$ cat config.mk
export PLATFORM = sky130hd
export DESIGN_NAME = hier_reduce_pipe_flat
export DESIGN_NICKNAME = d
export VERILOG_FILES = /design/src/rtl/hier_reduce_pipe_if.sv /design/src/rtl/hier_reduce_pipe.sv /design/src/flat_wrapper.sv
export SDC_FILE = /design/constraint.sdc
export NUM_CORES = 1
export LEC_CHECK = 0
export CAP_MARGIN = 20
export CORE_MARGIN = 5
export CORE_UTILIZATION = 40
export CTS_CLUSTER_SIZE = 8
export DETAILED_ROUTE_END_ITERATION = 7
export PLACE_DENSITY = 0.74
export SYNTH_ARGS = -nofsm -noshare
export SYNTH_HDL_FRONTEND = slang
export SYNTH_SLANG_ARGS = --single-unit
$ cat constraint.sdc
create_clock -name clk -period 1.5 [get_ports clk]
set_clock_uncertainty 0.05 [all_clocks]
set_input_delay 0.3 -clock clk [delete_from_list [all_inputs] [get_ports clk]]
set_output_delay 0.3 -clock clk [all_outputs]
set_load 0.02 [all_outputs]
$ cat src/rtl/hier_reduce_pipe_if.sv
// hier_reduce_pipe_if: input word handshake and single-bit result handshake
interface hier_reduce_pipe_if #(
    parameter int WIDTH = 8
);
    logic [WIDTH-1:0] in_data;
    logic [1:0]       in_mode;
    logic             in_inv;
    logic             in_valid;
    logic             in_ready;
    logic             out_data;
    logic             out_valid;
    logic             out_ready;

    modport master (
        output in_data, in_mode, in_inv, in_valid, out_ready,
        input  in_ready, out_data, out_valid
    );

    modport slave (
        input  in_data, in_mode, in_inv, in_valid, out_ready,
        output in_ready, out_data, out_valid
    );
endinterface

$ cat src/rtl/hier_reduce_pipe.sv
// hier_reduce_pipe: OR/AND/XOR/XNOR word reduction with optional invert, carried
// through a DEPTH-stage valid/ready pipeline, plus a saturating count of delivered ones.
// Define HIER_REDUCE_PIPE_VOTE_EN to triplicate the final stage behind a 2-of-3 vote
// and expose a sticky vote_err flag.
module hier_reduce_pipe #(
    parameter int WIDTH = 8,
    parameter int DEPTH = 2,
    parameter int CNT_W = 8
) (
    input  logic               clk,
    input  logic               rstn,
    hier_reduce_pipe_if.slave  bus,
    input  logic               clr_cnt,
    output logic [CNT_W-1:0]   ones_cnt
`ifdef HIER_REDUCE_PIPE_VOTE_EN
    ,
    output logic               vote_err
`endif
);
    logic [WIDTH-1:0] word;
    logic             red;
    logic             r;
    logic             stall;
    logic             out_d;
    logic             out_v;
    logic [DEPTH-1:0] sd_next;
    logic [DEPTH-1:0] sv_next;
`ifdef HIER_REDUCE_PIPE_VOTE_EN
    (* dont_touch = "true" *)
`endif
    logic [DEPTH-1:0] sd;
`ifdef HIER_REDUCE_PIPE_VOTE_EN
    (* dont_touch = "true" *)
`endif
    logic [DEPTH-1:0] sv;

    assign word  = bus.in_data;
    assign red   = bus.in_mode == 2'b00 ? |word : bus.in_mode == 2'b01 ? &word : ^word;
    assign r     = red ^ (bus.in_mode == 2'b11) ^ bus.in_inv;
    assign stall = out_v & ~bus.out_ready;

    assign sd_next = DEPTH'({sd, r});
    assign sv_next = DEPTH'({sv, bus.in_valid});

    assign bus.in_ready  = ~stall;
    assign bus.out_data  = out_d;
    assign bus.out_valid = out_v;

    // shift the reduced bit and its valid one stage per cycle; freeze every stage on stall
    always_ff @(posedge clk or negedge rstn)
        if (!rstn) begin
            sd <= '0;
            sv <= '0;
        end else if (!stall) begin
            sd <= sd_next;
            sv <= sv_next;
        end

`ifdef HIER_REDUCE_PIPE_VOTE_EN
    (* dont_touch = "true" *) logic d1, d2, v1, v2;
    logic [2:0] cd;
    logic [2:0] cv;

    // copies 1 and 2 of the final stage load exactly what the final bit of sd/sv loads
    always_ff @(posedge clk or negedge rstn)
        if (!rstn) begin
            d1 <= 1'b0;
            d2 <= 1'b0;
            v1 <= 1'b0;
            v2 <= 1'b0;
        end else if (!stall) begin
            d1 <= sd_next[DEPTH-1];
            d2 <= sd_next[DEPTH-1];
            v1 <= sv_next[DEPTH-1];
            v2 <= sv_next[DEPTH-1];
        end

    assign cd    = {d2, d1, sd[DEPTH-1]};
    assign cv    = {v2, v1, sv[DEPTH-1]};
    assign out_d = (cd[0] & cd[1]) | (cd[0] & cd[2]) | (cd[1] & cd[2]);
    assign out_v = (cv[0] & cv[1]) | (cv[0] & cv[2]) | (cv[1] & cv[2]);

    // sticky disagreement flag between any copy and the voted result
    always_ff @(posedge clk or negedge rstn)
        if (!rstn) vote_err <= 1'b0;
        else if (clr_cnt) vote_err <= 1'b0;
        else if (cd != {3{out_d}} || cv != {3{out_v}}) vote_err <= 1'b1;
`else
    assign out_d = sd[DEPTH-1];
    assign out_v = sv[DEPTH-1];
`endif

    // count delivered ones without wrapping; clear wins over a same-cycle increment
    always_ff @(posedge clk or negedge rstn)
        if (!rstn) ones_cnt <= '0;
        else if (clr_cnt) ones_cnt <= '0;
        else if (out_v && bus.out_ready && out_d && ones_cnt != '1) ones_cnt <= ones_cnt + 1'b1;
endmodule

$ cat src/flat_wrapper.sv
// flat-port wrapper written by rule: the top's interface ports become plain ports
module hier_reduce_pipe_flat 
#(
    parameter int WIDTH = 8,
    parameter int DEPTH = 2,
    parameter int CNT_W = 8
)
  (clk, rstn, clr_cnt, ones_cnt, bus_in_data, bus_in_mode, bus_in_inv, bus_in_valid, bus_out_ready, bus_in_ready, bus_out_data, bus_out_valid);
  hier_reduce_pipe_if #(.WIDTH(WIDTH)) bus_i ();
  input  logic clk;
  input  logic rstn;
  input  logic clr_cnt;
  output logic [CNT_W-1:0] ones_cnt;
  input wire logic [$bits(bus_i.in_data)-1:0] bus_in_data;
  input wire logic [$bits(bus_i.in_mode)-1:0] bus_in_mode;
  input wire logic [$bits(bus_i.in_inv)-1:0] bus_in_inv;
  input wire logic [$bits(bus_i.in_valid)-1:0] bus_in_valid;
  input wire logic [$bits(bus_i.out_ready)-1:0] bus_out_ready;
  output wire logic [$bits(bus_i.in_ready)-1:0] bus_in_ready;
  output wire logic [$bits(bus_i.out_data)-1:0] bus_out_data;
  output wire logic [$bits(bus_i.out_valid)-1:0] bus_out_valid;
  assign bus_i.in_data = bus_in_data;
  assign bus_i.in_mode = bus_in_mode;
  assign bus_i.in_inv = bus_in_inv;
  assign bus_i.in_valid = bus_in_valid;
  assign bus_i.out_ready = bus_out_ready;
  assign bus_in_ready = bus_i.in_ready;
  assign bus_out_data = bus_i.out_data;
  assign bus_out_valid = bus_i.out_valid;
  hier_reduce_pipe #(.WIDTH(WIDTH), .DEPTH(DEPTH), .CNT_W(CNT_W)) u_core (.clk(clk), .rstn(rstn), .bus(bus_i), .clr_cnt(clr_cnt), .ones_cnt(ones_cnt));
endmodule
Word level (Yosys, flattened, before mapping). Index checks and enable logic that the tools add are counted.

Add/subtract/negate cells: 1. Equality and inequality tests: 3. Multiplexer cells: 4. Bitwise gates (word level): 5. Reduce and logical (&&, ||, !) cells: 8.

Operator list (count): 8-bit 2-to-1 mux (2); 8-bit by 1-bit adder with 8-bit output (second input constant) (1); 8-bit inequality test (second input constant) (1); 8-bit AND reduction (1); 8-bit OR reduction (1); 8-bit parity (1); 1-bit logical AND (3); 2-bit by 1-bit equality test with 1-bit output (second input constant) (1); 2-bit equality test (second input constant) (1); 2-bit zero test (1); 1-bit 2-to-1 mux (2); 1-bit NOT (2); 2-bit nonzero test (1); 1-bit XOR (2); 1-bit AND (1).

Register bits after elaboration: 12. Input port bits: 16. Output and inout port bits: 11. Logic and storage cells: 24.

Depth between registers and ports, before layout. Gate-level depths: netlist of the first run.

Word-level depth: 5. Depth in mapped cells: 7. Depth with buffers taken out: 7.

Worst setup path before layout of the first run. No wires, ideal clock.

Kind: reg2reg. Start: register u_core.ones_cnt[0]. End: register u_core.ones_cnt[3]. Setup time: 78 ps. Arrival: 1467 ps. Required time: 1372 ps. Setup slack: -95 ps. Stages on the path, launching flop included: 6. Buffers on the path: 0. Clock period less this slack: 1595 ps. Cell sequence: dfrtp_1 ha_1 nand3_1 o2111ai_4 or3_1 a21oi_1.

Longest elaborated chain between the ends: 3. Elaborated cells on any way between the ends: 6. Classes of those cells: add/sub (1); eq/ne (1); mux (2); reduce/logical (2).

RTL lines: from (decl) (line hier_reduce_pipe.sv:14) `output logic [CNT_W-1:0] ones_cnt`; from (signal assigned) (line hier_reduce_pipe.sv:97) `else if (out_v && bus.out_ready && out_d && ones_cnt != '1) ones_cnt <= ones_cnt + 1'b1;`; 8-bit by 1-bit adder with 8-bit output / 8-bit inequality test (equally long branches) (line hier_reduce_pipe.sv:97); 8-bit 2-to-1 mux / 1-bit logical AND (equally long branches) (line hier_reduce_pipe.sv:97); 8-bit 2-to-1 mux / 2-bit nonzero test (equally long branches).

Several ways; a longest one is shown, not always the timed one. The select of a mux whose other input is x is not followed. A chain may end at the register's enable or synchronous reset.

Worst setup path after layout of the first run.
Start: input port bus_out_ready. End: register u_core.ones_cnt[3].

Longest elaborated chain between the ends: 4.

RTL lines: from (decl) (line flat_wrapper.sv:18) `input wire logic [$bits(bus_i.out_ready)-1:0] bus_out_ready;`; 1-bit logical AND (3 in a row) (line hier_reduce_pipe.sv:97); 2-bit nonzero test (no source line).

Every way passes these cells.

==> impl_results.md, run 1 <==
- Post-Synth Adder-Cell Area: 13.6%
- Rel. slew slack: 79.9%
- Top_reg_cell synth: dfrtp_1
- Initial Util: 42.2%
- Die Y-Extent: 55.5 um
- Critical path class: input port to flip-flop
- CTS tree: built
- Post-synth EDFFs: 0
- Clock transition at the registers of the reported paths: 0.08 ns
- First-pass GRT wire length: 3.03 mm
- Final WL: 1.79 mm
- WL/cell: 11.8 um
- Post-Synth Simple-Gate Area: 23.6%
- Nets: 150
- Layout cell share with drive strength beyond 1: 37.1%
- FP Rows: 16
- Grt total ovfl: 0
- Die area: 3080 um2
- Avg Cell Area, Syn: 9.51 um2
- Root buf cell: clkbuf_4
- PD cells: 730 nW/um2
- Synth Net Count: 112
- Number of CTS-inserted buffers: 3
- Max Slew Vio Count: 0
- Post-synthesis compound-gate area fraction: 9.68%
- Drt initial violations: 8
- GPL Wtd Cong: 0.760
- Synth Instances: 87
- # fillers: 186
- Via/cell ratio: 4.80
- Hold Buf Count CTS: 0
- GR Util All Layers: 12.9%
- Port Buf Inserts: 26
- R2r endpoint: u_core.ones_cnt[3]
- H-tree levels: 1
- Yosys reg bits: 12
- CP Max Fanout: 5
- Die Width: 55.5 um
- Setup TNS: 0 ns
- Vias: 725
- Hold WC Path Type: input port to asynchronous set/reset pin
- Reg-to-reg startpoint: u_core.ones_cnt[0]
- Yosys warnings: 0
- DRC: 0
- Vias in the first global route: 710
- Proportion of synthesized area in mux cells: 2.42%
- Largest net degree at the start of global routing: 9
- Data arrival, critical path: 1.60 ns
- Final setup viols: 0
- Routed Antenna Nets: 0
- Maximum vdd drop: 0.000596 V
- N_diodes: 0
- Core area: 1960 um2
- CP endpoint kind: flip-flop
- Cell area after synthesis: 827 um2
- Crit path time final: 1.46 ns
- Sequential-to-total area share from yosys stat: 36.3%
- Clk sink count: 12
- Largest family of logic cells by synthesized area: simple AND/OR/NAND/NOR gates
- Lkg Pwr: 0.600 nW
- Clock insertion delay at the later pin of the skew report: 0.27 ns
- Status: finished, final reports clean
- Worst-Margin Slew: 0.300 ns
- Clock tree buffer depth: 2
- Setup Buffers After CTS: 0
- IO Count: 27
- Count of unique library cells instantiated by Yosys: 28
- Synth Area in XOR/XNOR: 8.47%
- Reg2reg path depth: 5
- Initial antenna violation count: 0
- Part of the cycle the worst path needs: 97.2%
- WP data required: 1.65 ns
- Pre-antenna DRT Iters: 2
- Setup slack, reg-to-reg: 0.06 ns
- Post-DP HPWL: 1.51 mm
- Core Util, Final: 63.2%
- Startpoint types: input port
- Layout area overhead: 49.9%
- Final Hold Viols: 0
- Max-Cap Viols: 0
- Async set-or-reset flop fraction in the synthesized netlist: 100%
- Fmax: 0.686 GHz
- RSZ-0062 raised after global routing: true
## cell usage after synthesis, types with 3 or more instances
| master | n | area share [%] |
|---|---|---|
| dfrtp_1 | 12 | 36 |
| inv_1 | 11 | 5.0 |
| ha_1 | 9 | 14 |
| nand2_1 | 9 | 4.1 |
| nor2_1 | 8 | 3.6 |
| xnor2_1 | 5 | 5.3 |
| a21oi_1 | 3 | 1.8 |
| nand3_1 | 3 | 1.8 |
| xor2_1 | 3 | 3.2 |
## worst max path at each step
| stage | startpoint | slack [ns] | cells past startpoint | endpoint |
|---|---|---|---|---|
| detailed placement | bus_in_data[4] | -0.64 | 8 | u_core.sd[0] |
| global placement | bus_in_data[1] | -0.59 | 8 | u_core.sd[0] |
| finish | bus_out_ready | 0.04 | 5 | u_core.ones_cnt[3] |
| floorplan | bus_in_data[6] | 0.002 | 7 | u_core.sd[0] |
| global route | u_core.ones_cnt[3] | -0.01 | 5 | u_core.ones_cnt[4] |
| CTS | bus_in_data[3] | 0.004 | 8 | u_core.sd[0] |
## metrics by stage
stage | hold slack [ns] | setup WS (ns) | std cells | area, um2 | power, mW
after floorplan | -0.0456 | 0.00205 | 87 | 890 | 0.522
after global placement | 0.396 | -0.588 | 147 | 1240 | 0.662
after detailed placement | 0.405 | -0.637 | 147 | 1240 | 0.672
after CTS | 0.186 | 0.00443 | 151 | 1280 | 0.926
after global routing | 0.193 | -0.0135 | 151 | 1240 | 0.956
final | 0.185 | 0.0426 | 151 | 1240 | 0.905
## critical path, stage by stage
cell             delay [ns]
clkdlybuf4s50_1        0.49
and3_4                 0.22
o2111ai_4              0.12
or3_1                  0.34
a21oi_1                0.14
## kinds of logic (layout without fill, tap and decap cells)
kind of cell | count (synthesis) | after routing
AND/OR/NAND/NOR | 34 | 34
buffers and inverters | 13 | 50
flip-flops | 12 | 12
adder cells (fa/ha/maj) | 9 | 9
AO/OA/AOI/OAI | 9 | 9
XOR/XNOR | 8 | 8
multiplexers | 2 | 2
## what timing repair did
action | in CTS | in global routing
cloned | 0 | 0
pin swaps | 5 | 6
gates resized for setup | 33 | 9
setup endpoints to repair | 12 | 7
## per-layer routing
layer / global-route usage [%] / share of wire (%) / up-vias
met5: 0 / 0 / -
met2: 22.3 / 56 / 20
li1: - / - / 361
met3: 5.36 / 4.4 / 4
met4: 7.99 / 1.7 / 0
met1: 12.6 / 38 / 340
## cell type report
| cell class | instances | area [um2] | area share [%] |
|---|---|---|---|
| Multi-Input combinational cell | 62 | 553 | 44.6 |
| Sequential cell | 12 | 303 | 24.4 |
| Timing Repair Buffer | 35 | 270 | 21.8 |
| Inverter | 11 | 43.8 | 3.53 |
| Clock buffer | 4 | 36.3 | 2.93 |
| Tap cell | 27 | 33.8 | 2.72 |
## flip-flops by register name, summed over array words and instances, names as in the netlist
signal	flops
u_core.ones_cnt	8
u_core.sv	2
u_core.sd	2
## where the power goes
part	leakage, nW	switching [mW]	internal, mW
sequential	0.156	0.0166	0.351
clock	0.0210	0.110	0.148
combinational	0.423	0.137	0.143
total	0.600	0.263	0.641
## cell usage in the layout, fill, tap and decap left out, drive strengths merged, types with 2 or more instances in the layout
| cell | n |
|---|---|
| dfrtp | 12 |
| buf | 11 |
| inv | 11 |
| clkbuf | 11 |
| dlygate4sd2 | 10 |
| nand2 | 9 |
| ha | 9 |
| nor2 | 8 |
| clkdlybuf4s50 | 7 |
| xnor2 | 5 |
| a21oi | 3 |
| xor2 | 3 |
| nand3 | 3 |
| o21ai | 3 |
| mux2i | 2 |
| nor3 | 2 |
| nor3b | 2 |
| or3 | 2 |
| nand4 | 2 |
(Power assumes the default switching activity.)
==> inputs of run 2 (changes only) <==
--- a/config.mk
+++ b/config.mk
@@ -5,6 +5,7 @@
 export SDC_FILE = /design/constraint.sdc
 export NUM_CORES = 1
 export LEC_CHECK = 0
+export ABC_CLOCK_PERIOD_IN_PS = 1500
 export CAP_MARGIN = 20
 export CORE_MARGIN = 5
 export CORE_UTILIZATION = 40
==> results of run 2 <==
The final DEF is identical to that of run 1; final timing and power are the same.
==> inputs of run 3 (changes only) <==
--- a/config.mk
+++ b/config.mk
@@ -6,7 +6,6 @@
 export NUM_CORES = 1
 export LEC_CHECK = 0
 export ABC_CLOCK_PERIOD_IN_PS = 1500
-export CAP_MARGIN = 20
 export CORE_MARGIN = 5
 export CORE_UTILIZATION = 40
 export CTS_CLUSTER_SIZE = 8
==> results of run 3 <==
The final DEF is identical to that of run 1; final timing and power are the same.
